<file path="src/rtl/frontend_redirect_recv_if.sv">
// Redirect/recovery bundle between the backend redirect controller and the frontend
// recovery owner: redirect + branch-resolve in, flush/squash/restore/update/restart out.
interface frontend_redirect_recv_if #(
    parameter int FSQ_WIDTH  = 5,
    parameter int VADDR_SIZE = 39
);
    logic                  redirect_en;
    logic [FSQ_WIDTH-1:0]  redirect_fsq_idx;
    logic [VADDR_SIZE-1:0] redirect_pc;
    logic                  csr_en;
    logic                  br_en;
    logic                  br_taken;
    logic [1:0]            br_type;
    logic [1:0]            ras_type;
    logic                  fetch_flush;
    logic                  fsq_squash_en;
    logic [FSQ_WIDTH-1:0]  fsq_squash_idx;
    logic                  bpu_restore_en;
    logic [FSQ_WIDTH-1:0]  bpu_restore_idx;
    logic                  bpu_update_en;
    logic                  bpu_update_taken;
    logic [1:0]            bpu_update_br_type;
    logic [1:0]            bpu_update_ras_type;
    logic                  restart_valid;
    logic [VADDR_SIZE-1:0] restart_pc;
    logic                  restart_ready;
    logic                  busy;

    modport master (
        output redirect_en, redirect_fsq_idx, redirect_pc, csr_en, br_en, br_taken,
               br_type, ras_type, restart_ready,
        input  fetch_flush, fsq_squash_en, fsq_squash_idx, bpu_restore_en, bpu_restore_idx,
               bpu_update_en, bpu_update_taken, bpu_update_br_type, bpu_update_ras_type,
               restart_valid, restart_pc, busy
    );

    modport slave (
        input  redirect_en, redirect_fsq_idx, redirect_pc, csr_en, br_en, br_taken,
               br_type, ras_type, restart_ready,
        output fetch_flush, fsq_squash_en, fsq_squash_idx, bpu_restore_en, bpu_restore_idx,
               bpu_update_en, bpu_update_taken, bpu_update_br_type, bpu_update_ras_type,
               restart_valid, restart_pc, busy
    );
endinterface

</file>
<file path="src/rtl/frontend_redirect_recv.sv">
// Frontend redirect receiver: FLUSH -> RESTORE (RESTORE_CYCLES) -> RESTART sequence owner.
// Optional REDIRECT_PERF_EN adds saturating redirect/recovery-cycle performance counters.
module frontend_redirect_recv #(
    parameter int FSQ_WIDTH      = 5,
    parameter int VADDR_SIZE     = 39,
    parameter int RESTORE_CYCLES = 2
) (
    input  logic clk,
    input  logic rst,
    frontend_redirect_recv_if.slave rif
`ifdef REDIRECT_PERF_EN
    ,
    output logic [31:0] perf_redirect_cnt,
    output logic [31:0] perf_recover_cyc
`endif
);
    localparam int CNT_W = (RESTORE_CYCLES > 1) ? $clog2(RESTORE_CYCLES) : 1;
    localparam logic [CNT_W-1:0] CNT_LOAD = CNT_W'(RESTORE_CYCLES - 1);

    typedef enum logic [1:0] {IDLE, FLUSH, RESTORE, RESTART} state_e;

    state_e                state_q, state_d;
    logic [CNT_W-1:0]      cnt_q, cnt_d;
    logic [FSQ_WIDTH-1:0]  idx_q, idx_d;
    logic [VADDR_SIZE-1:0] pc_q, pc_d;
    logic                  csr_q, csr_d;
    logic                  br_en_q, br_en_d;
    logic                  taken_q, taken_d;
    logic [1:0]            br_type_q, br_type_d;
    logic [1:0]            ras_type_q, ras_type_d;

    always_ff @(posedge clk or negedge rst) begin
        if (!rst) begin
            state_q    <= IDLE;
            cnt_q      <= '0;
            idx_q      <= '0;
            pc_q       <= '0;
            csr_q      <= 1'b0;
            br_en_q    <= 1'b0;
            taken_q    <= 1'b0;
            br_type_q  <= '0;
            ras_type_q <= '0;
        end else begin
            state_q    <= state_d;
            cnt_q      <= cnt_d;
            idx_q      <= idx_d;
            pc_q       <= pc_d;
            csr_q      <= csr_d;
            br_en_q    <= br_en_d;
            taken_q    <= taken_d;
            br_type_q  <= br_type_d;
            ras_type_q <= ras_type_d;
        end
    end

    always_comb begin
        state_d    = state_q;
        cnt_d      = cnt_q;
        idx_d      = idx_q;
        pc_d       = pc_q;
        csr_d      = csr_q;
        br_en_d    = br_en_q;
        taken_d    = taken_q;
        br_type_d  = br_type_q;
        ras_type_d = ras_type_q;
        case (state_q)
            IDLE:    ;
            FLUSH: begin
                state_d = RESTORE;
                cnt_d   = CNT_LOAD;
            end
            RESTORE: begin
                if (cnt_q == '0) state_d = RESTART;
                else             cnt_d   = cnt_q - CNT_W'(1);
            end
            RESTART: begin
                if (rif.restart_ready) state_d = IDLE;
            end
            default: state_d = IDLE;
        endcase
        // A new redirect always wins: the backend has already chosen the oldest one,
        // so any in-flight recovery (including a pending restart) is abandoned.
        if (rif.redirect_en) begin
            state_d    = FLUSH;
            cnt_d      = CNT_LOAD;
            idx_d      = rif.redirect_fsq_idx;
            pc_d       = rif.redirect_pc;
            csr_d      = rif.csr_en;
            br_en_d    = rif.br_en;
            taken_d    = rif.br_taken;
            br_type_d  = rif.br_type;
            ras_type_d = rif.ras_type;
        end
    end

    // Outputs decode only flopped state/latches; payloads are zero while their enable is low.
    always_comb begin
        rif.fetch_flush         = 1'b0;
        rif.fsq_squash_en       = 1'b0;
        rif.fsq_squash_idx      = '0;
        rif.bpu_restore_en      = 1'b0;
        rif.bpu_restore_idx     = '0;
        rif.bpu_update_en       = 1'b0;
        rif.bpu_update_taken    = 1'b0;
        rif.bpu_update_br_type  = '0;
        rif.bpu_update_ras_type = '0;
        rif.restart_valid       = 1'b0;
        rif.restart_pc          = '0;
        rif.busy                = (state_q != IDLE);
        case (state_q)
            FLUSH: begin
                rif.fetch_flush    = 1'b1;
                rif.fsq_squash_en  = 1'b1;
                rif.fsq_squash_idx = idx_q;
                if (br_en_q && !csr_q) begin
                    rif.bpu_update_en       = 1'b1;
                    rif.bpu_update_taken    = taken_q;
                    rif.bpu_update_br_type  = br_type_q;
                    rif.bpu_update_ras_type = ras_type_q;
                end
            end
            RESTORE: begin
                rif.bpu_restore_en  = 1'b1;
                rif.bpu_restore_idx = idx_q;
            end
            RESTART: begin
                rif.restart_valid = 1'b1;
                rif.restart_pc    = pc_q;
            end
            default: ;
        endcase
    end

`ifdef REDIRECT_PERF_EN
    logic [31:0] redirect_cnt_q, redirect_cnt_d;
    logic [31:0] recover_cyc_q, recover_cyc_d;

    always_comb begin
        redirect_cnt_d = redirect_cnt_q;
        recover_cyc_d  = recover_cyc_q;
        if (rif.redirect_en && (redirect_cnt_q != '1)) redirect_cnt_d = redirect_cnt_q + 32'd1;
        if ((state_q != IDLE) && (recover_cyc_q != '1)) recover_cyc_d = recover_cyc_q + 32'd1;
    end

    always_ff @(posedge clk or negedge rst) begin
        if (!rst) begin
            redirect_cnt_q <= '0;
            recover_cyc_q  <= '0;
        end else begin
            redirect_cnt_q <= redirect_cnt_d;
            recover_cyc_q  <= recover_cyc_d;
        end
    end

    assign perf_redirect_cnt = redirect_cnt_q;
    assign perf_recover_cyc  = recover_cyc_q;
`endif
endmodule

</file>
<file path="src/flat_wrapper.sv">
// flat-port wrapper written by rule: the top's interface ports become plain ports
module frontend_redirect_recv_flat 
#(
    parameter int FSQ_WIDTH      = 5,
    parameter int VADDR_SIZE     = 39,
    parameter int RESTORE_CYCLES = 2
)
  (clk, rst, rif_redirect_en, rif_redirect_fsq_idx, rif_redirect_pc, rif_csr_en, rif_br_en, rif_br_taken, rif_br_type, rif_ras_type, rif_restart_ready, rif_fetch_flush, rif_fsq_squash_en, rif_fsq_squash_idx, rif_bpu_restore_en, rif_bpu_restore_idx, rif_bpu_update_en, rif_bpu_update_taken, rif_bpu_update_br_type, rif_bpu_update_ras_type, rif_restart_valid, rif_restart_pc, rif_busy);
  frontend_redirect_recv_if #(.FSQ_WIDTH(FSQ_WIDTH), .VADDR_SIZE(VADDR_SIZE)) rif_i ();
  input  logic clk;
  input  logic rst;
  input wire logic [$bits(rif_i.redirect_en)-1:0] rif_redirect_en;
  input wire logic [$bits(rif_i.redirect_fsq_idx)-1:0] rif_redirect_fsq_idx;
  input wire logic [$bits(rif_i.redirect_pc)-1:0] rif_redirect_pc;
  input wire logic [$bits(rif_i.csr_en)-1:0] rif_csr_en;
  input wire logic [$bits(rif_i.br_en)-1:0] rif_br_en;
  input wire logic [$bits(rif_i.br_taken)-1:0] rif_br_taken;
  input wire logic [$bits(rif_i.br_type)-1:0] rif_br_type;
  input wire logic [$bits(rif_i.ras_type)-1:0] rif_ras_type;
  input wire logic [$bits(rif_i.restart_ready)-1:0] rif_restart_ready;
  output wire logic [$bits(rif_i.fetch_flush)-1:0] rif_fetch_flush;
  output wire logic [$bits(rif_i.fsq_squash_en)-1:0] rif_fsq_squash_en;
  output wire logic [$bits(rif_i.fsq_squash_idx)-1:0] rif_fsq_squash_idx;
  output wire logic [$bits(rif_i.bpu_restore_en)-1:0] rif_bpu_restore_en;
  output wire logic [$bits(rif_i.bpu_restore_idx)-1:0] rif_bpu_restore_idx;
  output wire logic [$bits(rif_i.bpu_update_en)-1:0] rif_bpu_update_en;
  output wire logic [$bits(rif_i.bpu_update_taken)-1:0] rif_bpu_update_taken;
  output wire logic [$bits(rif_i.bpu_update_br_type)-1:0] rif_bpu_update_br_type;
  output wire logic [$bits(rif_i.bpu_update_ras_type)-1:0] rif_bpu_update_ras_type;
  output wire logic [$bits(rif_i.restart_valid)-1:0] rif_restart_valid;
  output wire logic [$bits(rif_i.restart_pc)-1:0] rif_restart_pc;
  output wire logic [$bits(rif_i.busy)-1:0] rif_busy;
  assign rif_i.redirect_en = rif_redirect_en;
  assign rif_i.redirect_fsq_idx = rif_redirect_fsq_idx;
  assign rif_i.redirect_pc = rif_redirect_pc;
  assign rif_i.csr_en = rif_csr_en;
  assign rif_i.br_en = rif_br_en;
  assign rif_i.br_taken = rif_br_taken;
  assign rif_i.br_type = rif_br_type;
  assign rif_i.ras_type = rif_ras_type;
  assign rif_i.restart_ready = rif_restart_ready;
  assign rif_fetch_flush = rif_i.fetch_flush;
  assign rif_fsq_squash_en = rif_i.fsq_squash_en;
  assign rif_fsq_squash_idx = rif_i.fsq_squash_idx;
  assign rif_bpu_restore_en = rif_i.bpu_restore_en;
  assign rif_bpu_restore_idx = rif_i.bpu_restore_idx;
  assign rif_bpu_update_en = rif_i.bpu_update_en;
  assign rif_bpu_update_taken = rif_i.bpu_update_taken;
  assign rif_bpu_update_br_type = rif_i.bpu_update_br_type;
  assign rif_bpu_update_ras_type = rif_i.bpu_update_ras_type;
  assign rif_restart_valid = rif_i.restart_valid;
  assign rif_restart_pc = rif_i.restart_pc;
  assign rif_busy = rif_i.busy;
  frontend_redirect_recv #(.FSQ_WIDTH(FSQ_WIDTH), .VADDR_SIZE(VADDR_SIZE), .RESTORE_CYCLES(RESTORE_CYCLES)) u_core (.clk(clk), .rst(rst), .rif(rif_i));
endmodule
</file>
<file path="config.mk">
export PLATFORM = sky130hd
export DESIGN_NAME = frontend_redirect_recv_flat
export DESIGN_NICKNAME = d
export VERILOG_FILES = /design/src/rtl/frontend_redirect_recv_if.sv /design/src/rtl/frontend_redirect_recv.sv /design/src/flat_wrapper.sv
export SDC_FILE = /design/constraint.sdc
export NUM_CORES = 1
export LEC_CHECK = 0
export BUFFER_PORTS_ARGS = -buffer_cell sky130_fd_sc_hd__buf_2
export CAP_MARGIN = 15
export CORE_ASPECT_RATIO = 1.25
export CORE_MARGIN = 2
export CORE_UTILIZATION = 30
export DETAILED_ROUTE_END_ITERATION = 10
export HOLD_SLACK_MARGIN = 0.02
export RECOVER_POWER = 25
export SLEW_MARGIN = 30
export SYNTH_ARGS = -nofsm -noshare
export SYNTH_HDL_FRONTEND = slang
export SYNTH_SLANG_ARGS = --single-unit
</file>
<file path="constraint.sdc">
create_clock -name clk -period 1.3 [get_ports clk]
set_input_delay 0.13 -clock clk [delete_from_list [all_inputs] [get_ports clk]]
set_output_delay 0.13 -clock clk [all_outputs]
set_load 0.05 [all_outputs]
</file>
==> metrics.log <==
[metrics] antenna violations before repair: 0
[metrics] maximum fanout encountered on the critical timing path: 13
[metrics] setup total negative slack: -11.54 ns
[metrics] first-pass GRT wire length: 9440 microns
[metrics] slowest CP cell: dfrtp_2
[metrics] hpwl dp: 3940 microns
[metrics] maximum number of buffers from clock root to sink: 2
[metrics] failing checks: negative setup slack
[metrics] timing-limited maximum frequency: 644 MHz
[metrics] routed wirelength normalized by instance count: 14.9 microns
[metrics] Final Util: 0.499
[metrics] portion of total power attributed to the clock network: 0.238
[metrics] DRT antenna net count: 0
[metrics] die outline height: 105 microns
[metrics] Worst Setup Path Type: reg -> out
[metrics] switching power share of the total: 0.310
[metrics] detailed-route wire length: 6050 microns
[metrics] static power due to leakage: 1.89 nW
[metrics] Synth Area per Inst: 13.0 sq um
[metrics] worst min-delay path category: in -> reg
[metrics] root buffer cell: clkbuf_8
[metrics] power spent charging and discharging nets: 1.32 mW
[metrics] RSZ-0062 raised after global routing: yes
[metrics] clk slew on worst S/H paths: 0.10 ns
[metrics] list of cells traversed by the critical path: buf_4 -> clkbuf_16 -> and3_2 -> buf_6
[metrics] transition at the pin with the smallest max-transition slack: 0.735 ns
[metrics] total count of hold-check failures in the final report: 0
[metrics] required time at the endpoint of the critical path: 1.17 ns
[metrics] via count: 1878
[metrics] tightest slew margin relative to the limit: 0.510
[metrics] Post-Route Hold Slack: 0.0546 ns
[metrics] register share of total power: 0.453
[metrics] post-synthesis sequential element count: 54
[metrics] fraction of post-synthesis cell area in the top cell type by area: 0.557
[metrics] final worst slack: -0.253 ns
[metrics] Buffers on Ports: 114
[metrics] Die Footprint: 8830 sq um
[metrics] category of the worst setup path capture point: primary output
[metrics] unique cell type count in the Yosys netlist: 18
[metrics] maximum number of pins on one net before global-route repair: 55
[metrics] result of the run: complete, but fails checks
[metrics] overall power consumption: 4.26 mW
[metrics] Detailed Routing Iterations Pass 1: 3
[metrics] Synth Cell Area: 2430 sq um
[metrics] number of CTS-inserted buffers: 5
[metrics] core area: 7840 sq um
[metrics] most area-consuming cells after synthesis: dfrtp_1, mux2_2, and3_1, and2_1, buf_2
[metrics] worst setup skew after layout: 0.00351 ns
[metrics] largest area contributor in the netlist: dfrtp_1
[metrics] part of the Yosys area used for sequential elements: 0.557
[metrics] total setup violations reported at the end of the flow: 61
[metrics] Final nets: 365
[metrics] critical path startpoint category: flip-flop
[metrics] starting utilization of the core area: 0.310
[metrics] areal power density over the cells: 1090 nW/um^2
[metrics] internal power of the cells: 2.94 mW
[metrics] shortest clock period the worst path allows after layout: 1.55 ns
[metrics] Routability Congestion: 0.682
[metrics] GRT Overall Usage: 0.133
[metrics] Peak VDD IR: 0.000583 V
[metrics] total area of multi-input combinational cells: 1140 sq um
[metrics] synthesis warning total: 0
[metrics] total I/O pin count: 115
[metrics] clock insertion delay at the later pin of the skew report: 0.29 ns
[metrics] # Max-Cap Violations: 0
[metrics] FF+latch area: 1350 sq um
[metrics] Final period util: 1.19
[metrics] First DRT Iteration DRCs: 49
[metrics] ant diodes: 0
[metrics] biggest cell delay along the critical path: 0.45 ns
[metrics] number of remaining DRC errors: 0
[metrics] max-slew violation count: 0
[metrics] Die Wd: 84.4 microns
[metrics] synthesized netlist net count: 242
[metrics] number of global-route vias before repair: 1869
[metrics] share of post-route cells with drive strength above 1: 0.762
[metrics] TritonCTS clock tree: yes
[metrics] Area Overhead vs Synth: 61.1%
[metrics] number of sinks driven by the clock tree: 54
[metrics] number of filler cells placed in the layout: 709
[metrics] number of cells produced by synthesis: 187
[metrics] combinational cell fraction of total power: 0.308
[metrics] data arrival at the endpoint of the critical path: 1.42 ns
[metrics] number of standard-cell rows in the floorplan: 36
[metrics] grt total ovfl: 0
[metrics] post-detailed-route via-to-cell ratio: 4.63
[metrics] H-Tree Depth: 2
final timing paths:
path                                                  to  slack, ns                          start  cells after the start
max reg2reg                     u_core.cnt_q$_DFFE_PN0P_      -0.02  u_core.state_q[0]$_DFFE_PN0P_                      4
min                          u_core.pc_q[20]$_DFFE_PN0P_       0.05            rif_redirect_pc[20]                      2
max in group asynchronous  u_core.state_q[0]$_DFFE_PN0P_       0.24                            rst                      3
min reg2reg                  u_core.pc_q[11]$_DFFE_PN0P_       0.50    u_core.pc_q[11]$_DFFE_PN0P_                      1
max                                   rif_restart_pc[35]      -0.25  u_core.state_q[1]$_DFFE_PN0P_                      4
min in group asynchronous    u_core.pc_q[15]$_DFFE_PN0P_       0.52                            rst                      3
flip-flops by register name, indices dropped and copies added, names as in the netlist:
| register | flops |
|---|---|
| u_core.pc_q | 39 |
| u_core.br_en_q | 1 |
| u_core.br_type_q | 2 |
| u_core.ras_type_q | 2 |
| u_core.taken_q | 1 |
| u_core.state_q | 2 |
| u_core.cnt_q | 1 |
| u_core.idx_q | 5 |
| u_core.csr_q | 1 |
per-stage QoR:
stage               instance area [sq um]  setup slack, ns  instances
floorplan                            2490           -0.330        187
global placement                     3230          0.00679        390
detailed placement                   3230          -0.0154        390
CTS                                  3670           -0.258        400
global route                         3910           -0.323        406
finish                               3910           -0.253        406
what timing repair did:
action | CTS | global route
resized for setup | 107 | 47
pin swaps | 3 | 3
gates cloned | 0 | 1
buffers inserted | 0 | 5
endpoints found under the hold margin | 55 | 0
endpoints found under the setup margin | 60 | 60
hold buffers | 2 | 0
cells in the final DEF, fill, tap and decap left out, types with 2 or more instances in the layout:
cell type and count:
dlygate4sd3_1 2, buf_4 24, buf_12 4, and3_1 15, mux2_2 51, and2_2 4, dfrtp_1 52, and3_2 5
dfrtp_2 2, and3_4 19, buf_8 23, and2_4 12, buf_6 22, clkbuf_8 7, buf_2 55
layer usage:
metal | up-vias | global-route usage | share of wire
li1 | 897 | - | -
met1 | 911 | 0.167 | 0.40
met2 | 65 | 0.228 | 0.53
met3 | 5 | 0.0292 | 0.053
met4 | 0 | 0.0374 | 0.013
met5 | - | 0 | 0
cells in the mapped netlist:
cell type	n
mux2_2	51
inv_1	1
nor2b_4	1
mux2i_1	1
a211oi_1	1
and2_1	15
dfrtp_1	54
inv_2	1
clkbuf_1	8
or2_1	1
and3_1	39
and3b_1	1
buf_4	2
and2_2	1
maj3_2	1
a21o_1	1
buf_2	6
nor2_1	2
power by group through the flow:
stage | sequential, mW | combinational (mW) | clock, mW
after global placement | 1.95 | 1.06 | 0
after detailed placement | 1.96 | 1.07 | 0
after floorplan | 1.93 | 0.764 | 0
after CTS | 1.93 | 1.22 | 1.09
after global routing | 1.96 | 1.39 | 1.15
final | 1.93 | 1.32 | 1.02
worst max-delay path: cells and delay by family (launching register included):
| family | cells | cell delay (ns) |
|---|---|---|
| buffers and inverters | 3 | 0.47 |
| DFF | 1 | 0.45 |
| and+or+nand+nor | 1 | 0.20 |
area by class of cell:
class | instances | area share
Tap cell | 95 | 0.0304
Clock buffer | 7 | 0.0247
Multi-Input combinational cell | 115 | 0.292
Sequential cell | 54 | 0.346
Timing Repair Buffer | 132 | 0.302
Clock inverter | 1 | 0.00224
Inverter | 2 | 0.00192
kinds of logic (layout without fill, tap and decap cells):
group,count (synthesis),in the layout,synth area share
buffers and inverters,18,142,0.0340
flip-flops,54,54,0.557
multiplexers,52,52,0.241
AND/OR/NAND/NOR,60,60,0.157
adder cells (fa/ha/maj),1,1,0.00464
AO/OA/AOI/OAI,2,2,0.00619
Note: power is estimated with default switching activity, not from simulation.
